==> config.mk <==
export PLATFORM = sky130hd
export DESIGN_NAME = playback_feeder_flat
export DESIGN_NICKNAME = d
export VERILOG_FILES = /design/src/rtl/playback_feeder_pkg.sv /design/src/rtl/playback_feeder_if.sv /design/src/rtl/playback_feeder_seq_sdiv.sv /design/src/rtl/playback_feeder.sv /design/src/flat_wrapper.sv
export SDC_FILE = /design/constraint.sdc
export NUM_CORES = 1
export LEC_CHECK = 0
export BUFFER_PORTS_ARGS = -buffer_cell sky130_fd_sc_hd__buf_2
export CAP_MARGIN = 15
export CORE_MARGIN = 3
export CORE_UTILIZATION = 50
export CTS_CLUSTER_DIAMETER = 80
export DETAILED_ROUTE_END_ITERATION = 16
export PLACE_DENSITY = 0.69
export SETUP_SLACK_MARGIN = 0.02
export SYNTH_ARGS = -nofsm -noshare
export SYNTH_HDL_FRONTEND = slang
export SYNTH_HIERARCHICAL = 1
export SYNTH_SLANG_ARGS = --single-unit
==> constraint.sdc <==
create_clock -name clk_n -period 7 [get_ports clk_n]
set_input_delay 1.05 -clock clk_n [delete_from_list [all_inputs] [get_ports clk_n]]
set_output_delay 1.05 -clock clk_n [all_outputs]
set_load 0.01 [all_outputs]
==> src/rtl/playback_feeder_pkg.sv <==
// Shared constants, FSM state encoding and the latched playback-mode payload
// for the playback feeder and its divider.
package playback_feeder_pkg;

    localparam int unsigned DEF_ADDR_W = 20;
    localparam int unsigned DEF_DATA_W = 16;
    localparam int unsigned SPEED_W    = 3;

    typedef enum logic [2:0] {
        S_IDLE,
        S_FETCH,
        S_WAIT_DATA,
        S_CALC,
        S_READY,
        S_ADVANCE
    } state_t;

    // Mode captured at start; linear is pre-qualified so N=1 behaves as repeat.
    typedef struct packed {
        logic               slow;
        logic               linear;
        logic [SPEED_W-1:0] speed;
    } mode_t;

endpackage

==> src/rtl/playback_feeder_if.sv <==
// Sample SRAM read handshake: address/request out, one-cycle valid with data back.
interface playback_feeder_if #(
    parameter int unsigned ADDR_W = playback_feeder_pkg::DEF_ADDR_W,
    parameter int unsigned DATA_W = playback_feeder_pkg::DEF_DATA_W
);
    logic [ADDR_W-1:0] sram_addr;
    logic              sram_rd_req;
    logic              sram_rd_valid;
    logic [DATA_W-1:0] sram_rdata;

    modport master (output sram_addr, sram_rd_req, input sram_rd_valid, sram_rdata);
    modport slave  (input sram_addr, sram_rd_req, output sram_rd_valid, sram_rdata);
endinterface

==> src/rtl/playback_feeder_seq_sdiv.sv <==
// Sequential signed divider: restoring division on magnitudes, sign applied at
// the end so the quotient truncates toward zero. done follows start by DVD_W+1 cycles.
module playback_feeder_seq_sdiv #(
    parameter int unsigned DVD_W = 20,
    parameter int unsigned DVR_W = 4,
    parameter int unsigned QUO_W = 16
) (
    input  logic                    clk_n,
    input  logic                    rst,
    input  logic                    start,
    input  logic signed [DVD_W-1:0] dividend,
    input  logic [DVR_W-1:0]        divisor,
    output logic                    done,
    output logic [QUO_W-1:0]        quotient
);
    localparam int unsigned CNT_W = $clog2(DVD_W + 1);

    logic [DVD_W-1:0] mag;
    logic [DVR_W-1:0] rem;
    logic [CNT_W-1:0] cnt;
    logic             neg;
    logic             run;
    logic [DVR_W:0]   trial;

    always_comb trial = {rem, mag[DVD_W-1]};

    always_ff @(negedge clk_n) begin
        if (rst) begin
            mag      <= '0;
            rem      <= '0;
            cnt      <= '0;
            neg      <= 1'b0;
            run      <= 1'b0;
            done     <= 1'b0;
            quotient <= '0;
        end else begin
            done <= 1'b0;
            if (start) begin
                run <= 1'b1;
                cnt <= CNT_W'(DVD_W);
                rem <= '0;
                neg <= dividend[DVD_W-1];
                mag <= dividend[DVD_W-1] ? DVD_W'(-dividend) : DVD_W'(dividend);
            end else if (run) begin
                if (cnt != '0) begin
                    if (trial >= {1'b0, divisor}) begin
                        rem <= DVR_W'(trial - {1'b0, divisor});
                        mag <= {mag[DVD_W-2:0], 1'b1};
                    end else begin
                        rem <= DVR_W'(trial);
                        mag <= {mag[DVD_W-2:0], 1'b0};
                    end
                    cnt <= cnt - CNT_W'(1);
                end else begin
                    run      <= 1'b0;
                    done     <= 1'b1;
                    quotient <= neg ? QUO_W'(-$signed(mag)) : QUO_W'($signed(mag));
                end
            end
        end
    end

endmodule

==> src/rtl/playback_feeder.sv <==
// Fetches PCM samples from SRAM, applies skip/repeat/interpolate speed control
// and hands exactly one sample per daclrc frame to the I2S serializer.
module playback_feeder
    import playback_feeder_pkg::*;
#(
    parameter int unsigned ADDR_W = DEF_ADDR_W,
    parameter int unsigned DATA_W = DEF_DATA_W
) (
    input  logic                clk_n,
    input  logic                rst,
    input  logic                daclrc,
    input  logic                start,
    input  logic                stop,
    input  logic                pause,
    input  logic [ADDR_W-1:0]   start_addr,
    input  logic [ADDR_W-1:0]   end_addr,
    input  logic                slow,
    input  logic                interp,
    input  logic [SPEED_W-1:0]  speed,
    playback_feeder_if.master   sram,
    output logic [DATA_W-1:0]   data,
    output logic                data_en,
    output logic                busy,
    output logic                done,
    output logic                underrun
);
    localparam int unsigned AP1_W  = ADDR_W + 1;
    localparam int unsigned DIFF_W = DATA_W + 1;
    localparam int unsigned PROD_W = DATA_W + 1 + SPEED_W;
    localparam int unsigned DIVR_W = SPEED_W + 1;

    state_t              state;
    mode_t               mode;
    logic [ADDR_W-1:0]   addr;
    logic [ADDR_W-1:0]   end_q;
    logic [DATA_W-1:0]   prev;
    logic [DATA_W-1:0]   cur;
    logic [DATA_W-1:0]   sample;
    logic [SPEED_W-1:0]  k;
    logic                daclrc_q;
    logic                tail;
    logic                div_go;
    logic                div_wait;
    logic                div_done;
    logic [DATA_W-1:0]   quot;

    logic                     tick;
    logic [AP1_W-1:0]         step;
    logic [AP1_W-1:0]         next_addr;
    logic                     past_end;
    logic                     wrap;
    logic signed [DIFF_W-1:0] diff;
    logic signed [PROD_W-1:0] prod;
    logic [DIVR_W-1:0]        divisor;
    logic [DATA_W-1:0]        interp_val;

    // Address step and end test are one bit wider so a wrapping address still reads as past the end.
    always_comb begin
        tick       = daclrc & ~daclrc_q;
        step       = mode.slow ? AP1_W'(1) : AP1_W'(mode.speed) + AP1_W'(1);
        next_addr  = {1'b0, addr} + step;
        past_end   = next_addr > {1'b0, end_q};
        wrap       = (k == mode.speed);
        diff       = $signed({cur[DATA_W-1], cur}) - $signed({prev[DATA_W-1], prev});
        prod       = PROD_W'(diff) * $signed(PROD_W'({1'b0, k}));
        divisor    = DIVR_W'(mode.speed) + DIVR_W'(1);
        interp_val = prev + quot;
    end

    playback_feeder_seq_sdiv #(
        .DVD_W (PROD_W),
        .DVR_W (DIVR_W),
        .QUO_W (DATA_W)
    ) u_div (
        .clk_n    (clk_n),
        .rst      (rst),
        .start    (div_go),
        .dividend (prod),
        .divisor  (divisor),
        .done     (div_done),
        .quotient (quot)
    );

    always_ff @(negedge clk_n) begin
        if (rst) begin
            state            <= S_IDLE;
            mode             <= '0;
            addr             <= '0;
            end_q            <= '0;
            prev             <= '0;
            cur              <= '0;
            sample           <= '0;
            k                <= '0;
            daclrc_q         <= 1'b0;
            tail             <= 1'b0;
            div_go           <= 1'b0;
            div_wait         <= 1'b0;
            sram.sram_addr   <= '0;
            sram.sram_rd_req <= 1'b0;
            data             <= '0;
            data_en          <= 1'b0;
            busy             <= 1'b0;
            done             <= 1'b0;
            underrun         <= 1'b0;
        end else begin
            daclrc_q <= daclrc;
            data_en  <= 1'b0;
            done     <= 1'b0;
            underrun <= 1'b0;
            div_go   <= 1'b0;

            // Frame output: silence unless a sample is ready and playback is not paused.
            if (tick) begin
                data_en <= 1'b1;
                data    <= '0;
                if (state == S_READY && !pause) begin
                    data <= sample;
                end else if (state != S_IDLE && !pause) begin
                    underrun <= 1'b1;
                end
            end

            if (stop) begin
                state            <= S_IDLE;
                busy             <= 1'b0;
                sram.sram_rd_req <= 1'b0;
                div_wait         <= 1'b0;
            end else if (start) begin
                mode             <= '{slow: slow, linear: slow & interp & (speed != '0), speed: speed};
                end_q            <= end_addr;
                addr             <= start_addr;
                prev             <= '0;
                k                <= '0;
                tail             <= 1'b0;
                busy             <= 1'b1;
                sram.sram_rd_req <= 1'b0;
                div_wait         <= 1'b0;
                state            <= S_FETCH;
            end else begin
                case (state)
                    S_FETCH: begin
                        sram.sram_addr   <= addr;
                        sram.sram_rd_req <= 1'b1;
                        state            <= S_WAIT_DATA;
                    end
                    S_WAIT_DATA: begin
                        if (sram.sram_rd_valid) begin
                            cur              <= sram.sram_rdata;
                            sram.sram_rd_req <= 1'b0;
                            state            <= S_CALC;
                        end
                    end
                    // A done seen while div_go is still pending belongs to an abandoned division.
                    S_CALC: begin
                        if (!mode.linear) begin
                            sample <= cur;
                            state  <= S_READY;
                        end else if (!div_wait) begin
                            div_go   <= 1'b1;
                            div_wait <= 1'b1;
                        end else if (div_done && !div_go) begin
                            sample   <= interp_val;
                            div_wait <= 1'b0;
                            state    <= S_READY;
                        end
                    end
                    S_READY: begin
                        if (tick && !pause) state <= S_ADVANCE;
                    end
                    S_ADVANCE: begin
                        if (!mode.slow) begin
                            if (past_end) begin
                                state <= S_IDLE;
                                busy  <= 1'b0;
                                done  <= 1'b1;
                            end else begin
                                addr  <= ADDR_W'(next_addr);
                                state <= S_FETCH;
                            end
                        end else if (tail) begin
                            state <= S_IDLE;
                            busy  <= 1'b0;
                            done  <= 1'b1;
                        end else if (!wrap) begin
                            k     <= k + SPEED_W'(1);
                            state <= S_CALC;
                        end else begin
                            k <= '0;
                            if (mode.linear) prev <= cur;
                            if (!past_end) begin
                                addr  <= ADDR_W'(next_addr);
                                state <= S_FETCH;
                            end else if (mode.linear) begin
                                // Linear mode still owes the final endpoint sample.
                                tail  <= 1'b1;
                                state <= S_CALC;
                            end else begin
                                state <= S_IDLE;
                                busy  <= 1'b0;
                                done  <= 1'b1;
                            end
                        end
                    end
                    default: ;
                endcase
            end
        end
    end

endmodule

==> src/flat_wrapper.sv <==
// flat-port wrapper written by rule: the top's interface ports become plain ports
module playback_feeder_flat import playback_feeder_pkg::*;
#(
    parameter int unsigned ADDR_W = DEF_ADDR_W,
    parameter int unsigned DATA_W = DEF_DATA_W
)
  (clk_n, rst, daclrc, start, stop, pause, start_addr, end_addr, slow, interp, speed, data, data_en, busy, done, underrun, sram_sram_addr, sram_sram_rd_req, sram_sram_rd_valid, sram_sram_rdata);
  playback_feeder_if #(.ADDR_W(ADDR_W), .DATA_W(DATA_W)) sram_i ();
  input  logic clk_n;
  input  logic rst;
  input  logic daclrc;
  input  logic start;
  input  logic stop;
  input  logic pause;
  input  logic [ADDR_W-1:0] start_addr;
  input  logic [ADDR_W-1:0] end_addr;
  input  logic slow;
  input  logic interp;
  input  logic [SPEED_W-1:0] speed;
  output logic [DATA_W-1:0] data;
  output logic data_en;
  output logic busy;
  output logic done;
  output logic underrun;
  output wire logic [$bits(sram_i.sram_addr)-1:0] sram_sram_addr;
  output wire logic [$bits(sram_i.sram_rd_req)-1:0] sram_sram_rd_req;
  input wire logic [$bits(sram_i.sram_rd_valid)-1:0] sram_sram_rd_valid;
  input wire logic [$bits(sram_i.sram_rdata)-1:0] sram_sram_rdata;
  assign sram_sram_addr = sram_i.sram_addr;
  assign sram_sram_rd_req = sram_i.sram_rd_req;
  assign sram_i.sram_rd_valid = sram_sram_rd_valid;
  assign sram_i.sram_rdata = sram_sram_rdata;
  playback_feeder #(.ADDR_W(ADDR_W), .DATA_W(DATA_W)) u_core (.clk_n(clk_n), .rst(rst), .daclrc(daclrc), .start(start), .stop(stop), .pause(pause), .start_addr(start_addr), .end_addr(end_addr), .slow(slow), .interp(interp), .speed(speed), .sram(sram_i), .data(data), .data_en(data_en), .busy(busy), .done(done), .underrun(underrun));
endmodule
==> metrics.md <==
| Metric | Value |
|---|---|
| Status | `finished, final reports clean` |
| Post-Layout Cell Count | `between 2000 and 2500` |
| Asr flop ratio synth | `0%` |
| Initial DRC count | `~1100` |
| Final Hold Viols | `0` |
| Required time worst endpoint | `roughly 11 ns` |
| Post-CTS setup buffers | `0` |
| Core area | `about 25000 um^2` |
| Full die area | `~27000 um^2` |
| Ant diodes | `0` |
| Setup violators final | `0` |
| Avg Cell Area, Syn | `~8.1 um^2` |
| CTS resizes | `0` |
| Half-perimeter wire length after placement | `24.2 mm` |
| Max-slew headroom | `between 30% and 40%` |
| Iteration count of the initial detailed-routing pass | `7` |
| Hold crit path type | `reg -> reg` |
| Largest net degree at the start of global routing | `a little under 80` |
| Root Buffer | `clkbuf_16` |
| Total Power | `~2.7 mW` |
| Synth Instances | `1571` |
| Fraction of layout cells with a size suffix above 1 | `between 10% and 20%` |
| Critical path's most frequent cell | `inv_1` |
| I/O Buffers | `between 100 and 150` |
| Io pins | `roughly 110` |
| Worst reg2reg path startpoint | `u_core/cur[0]$_SDFFE_NP0P_` |
| Crit start category | `flip-flop` |
| CP top delay family | `simple AND/OR/NAND/NOR gates` |
| Timing endpoint of the critical path | `u_core/u_div/mag[19]$_SDFFE_NP0P_` |
| Period minus WS final | `slightly above 6 ns` |
| Total Wirelength | `~33 mm` |
| Final hold slack | `0.412 ns` |
| Final nets | `about 2000` |
| Post-synthesis sequential area ratio | `a little under a third` |
| Ys Warns | `6` |
| Critical path depth in cells | `25` |
| Period utilisation layout | `88.0%` |
| Grt ovf | `0` |
| R2R Setup Slk | `about 0.84 ns` |
| Die width | `166 um` |
| Reg-to-reg endpoint | `u_core/u_div/mag[19]$_SDFFE_NP0P_` |
| Vias | `between 10000 and 15000` |
| CTS H-Tree Depth | `4` |
| Global-route wire length before repair | `roughly 56 mm` |
| WHS Path Cells | `1` |
| Post-route antenna net violation count | `0` |
| DRC violations left | `0` |
| CP max FO | `5` |
| Dpl cells | `around 1900` |
| Reg2Reg Depth | `25` |
| Critical path capture point type | `flip-flop` |
| Die height | `roughly 170 um` |
| Wire length per cell | `around 15 um` |
| Layout Skew | `0.0242 ns` |
| Crit-path slowest cell | `or4_4` |
| Commonest non-fill, non-tap cell in the layout | `inv_1` |
| Post-synth top flop | `dfxtp_1` |
| WP buf/inv | `4` |
| Critical path class | `reg -> reg` |
| Fmax | `162 MHz` |
| Number of antenna violations at the first check in global routing | `0` |
| Crit path DAT | `about 10 ns` |
| # rows | `57` |
| Clock Sinks | `about 190` |
| Peak supply drop | `~150 uV` |
| Number of fill cells in the layout | `~2300` |
| Pre-CTS WS | `slightly below 0.8 ns` |
| Vias in the first global route | `11852` |
| Number of distinct library cells after synthesis | `84` |
| Cts hold-fix bufs | `0` |
| Pwr dens | `between 150 and 200 nW/um^2` |
| Num CTS Buffers | `17` |
| P&R area growth vs syn | `16.4%` |
| CTS tree | `done` |
| GP Congestion | `0.901` |
| Max-cap violations | `0` |
| Origin of the worst setup path | `u_core/cur[0]$_SDFFE_NP0P_` |
| Reg clk slew, reported paths | `0.05 ns` |
| Max Slew Vio Count | `0` |
| Worst skew pair latency | `approximately 0.47 ns` |
| Seq cells post-synth | `roughly 190` |
| EDFF count, synth | `0` |
| Vias per cell | `~5.6` |
| Worst Slack Setup Final | `approximately 0.84 ns` |
| Worst slew pin tran | `0.974 ns` |
| Syn Std Cell Area | `12700 um^2` |
| Unrepaired setup endpoints after global routing | `false` |
| Initial core utilization | `51.7%` |
| GRT Total Usage | `approximately a quarter` |
| Worst path max stage delay | `between 0.5 and 0.6 ns` |
| Deepest clock path buffer count | `2` |
| Setup TNS | `0 ns` |
| Net count after synthesis | `~1800` |
| Most frequent cells in the layout | `333 x inv_1, 192 x dfxtp_1, 164 x nand2_1, 161 x nor2_1, 125 x a21oi_1` |
| Leakage | `roughly 7.1 nW` |
logic make-up (layout without fill, tap and decap cells):
kind of cell	count (synthesis)	count (layout)	synth area share, %
adders and majority gates	122	122	13.2
DFF	192	192	30.1
muxes	44	44	3.51
AOI/OAI and AO/OA	387	387	20.7
buffers and inverters	219	489	6.73
and+or+nand+nor	523	523	19.9
xor gates and xnor gates	84	84	5.83
where the power goes:
| group | total, mW | leakage, nW | switching [mW] | internal, mW |
|---|---|---|---|---|
| registers | 1.13 | 1.55 | 0.0170 | 1.12 |
| logic | 0.182 | 4.26 | 0.112 | 0.0700 |
| clock network | 1.42 | 1.32 | 0.784 | 0.632 |
layout make-up:
| class | count | area, um^2 | share of cell area (%) |
|---|---|---|---|
| multi-input cells | 1160 | 8060 | 54.3 |
| flip-flops and latches | 192 | 3840 | 25.9 |
| clock inverters | 206 | 903 | 6.09 |
| repair buffers | 124 | 674 | 4.54 |
| inverters | 142 | 533 | 3.59 |
| clock buffers | 17 | 425 | 2.87 |
| well taps | 324 | 405 | 2.73 |
flip-flops by register name, indices dropped and copies added (netlist names), 16 cells and up:
signal	count
u_core/sample	16
u_core/data	16
u_core/cur	16
u_core/u_div/quotient	16
u_core/u_div/mag	20
u_core/addr	20
u_core/sram.sram_addr	20
u_core/end_q	20
u_core/prev	16
per-layer routing:
metal / global-route usage [%] / part of all wire, % / routed length (um) / up-vias
met5: 0 / 0 / 0 / -
met4: 9.69 / 1.4 / 464 / 0
met3: 5.55 / 4.9 / 1640 / 31
met2: 36.6 / 46 / 15300 / 316
met1: 31.9 / 48 / 15900 / 5667
li1: - / - / - / 6026
Yosys cell counts, types with 11 or more instances:
library cell    n  area share [%]
dfxtp_1       192              30
nand2_1       164             4.8
nor2_1        162             4.8
inv_1         143             4.2
a21oi_1       125             4.9
ha_1          101             9.9
clkbuf_1       55             1.6
xnor2_1        46             3.2
o21ai_0        44             1.7
a22oi_1        41             2.4
mux2i_1        38             3.0
xor2_1         37             2.5
a211oi_1       36             2.1
and2_1         36             1.8
nor3_1         27             1.1
a222oi_1       22             1.7
fa_1           21             3.3
nor2b_1        19            0.93
nand3_1        18            0.71
nand2b_1       16            0.79
a21o_1         14            0.82
o21a_1         14            0.82
nor4_1         13            0.64
o22ai_1        11            0.54
per-stage QoR:
stage	utilization (%)	area, um^2
finish	60.2	14800
global route	60.2	14800
CTS	60.1	14800
detailed placement	54.7	13500
global placement	54.7	13500
floorplan	-	12700
worst min-delay path by stage:
stage / end / from
final: u_core/data_en$_SDFF_NP0_ / u_core/daclrc_q$_SDFF_NP0_
after global routing: u_core/data_en$_SDFF_NP0_ / u_core/daclrc_q$_SDFF_NP0_
after CTS: u_core/data_en$_SDFF_NP0_ / u_core/daclrc_q$_SDFF_NP0_
after detailed placement: u_core/data_en$_SDFF_NP0_ / u_core/daclrc_q$_SDFF_NP0_
after global placement: u_core/data_en$_SDFF_NP0_ / u_core/daclrc_q$_SDFF_NP0_
after floorplan: u_core/data_en$_SDFF_NP0_ / u_core/daclrc_q$_SDFF_NP0_
No activity file was read; power rests on OpenSTA's default activity.
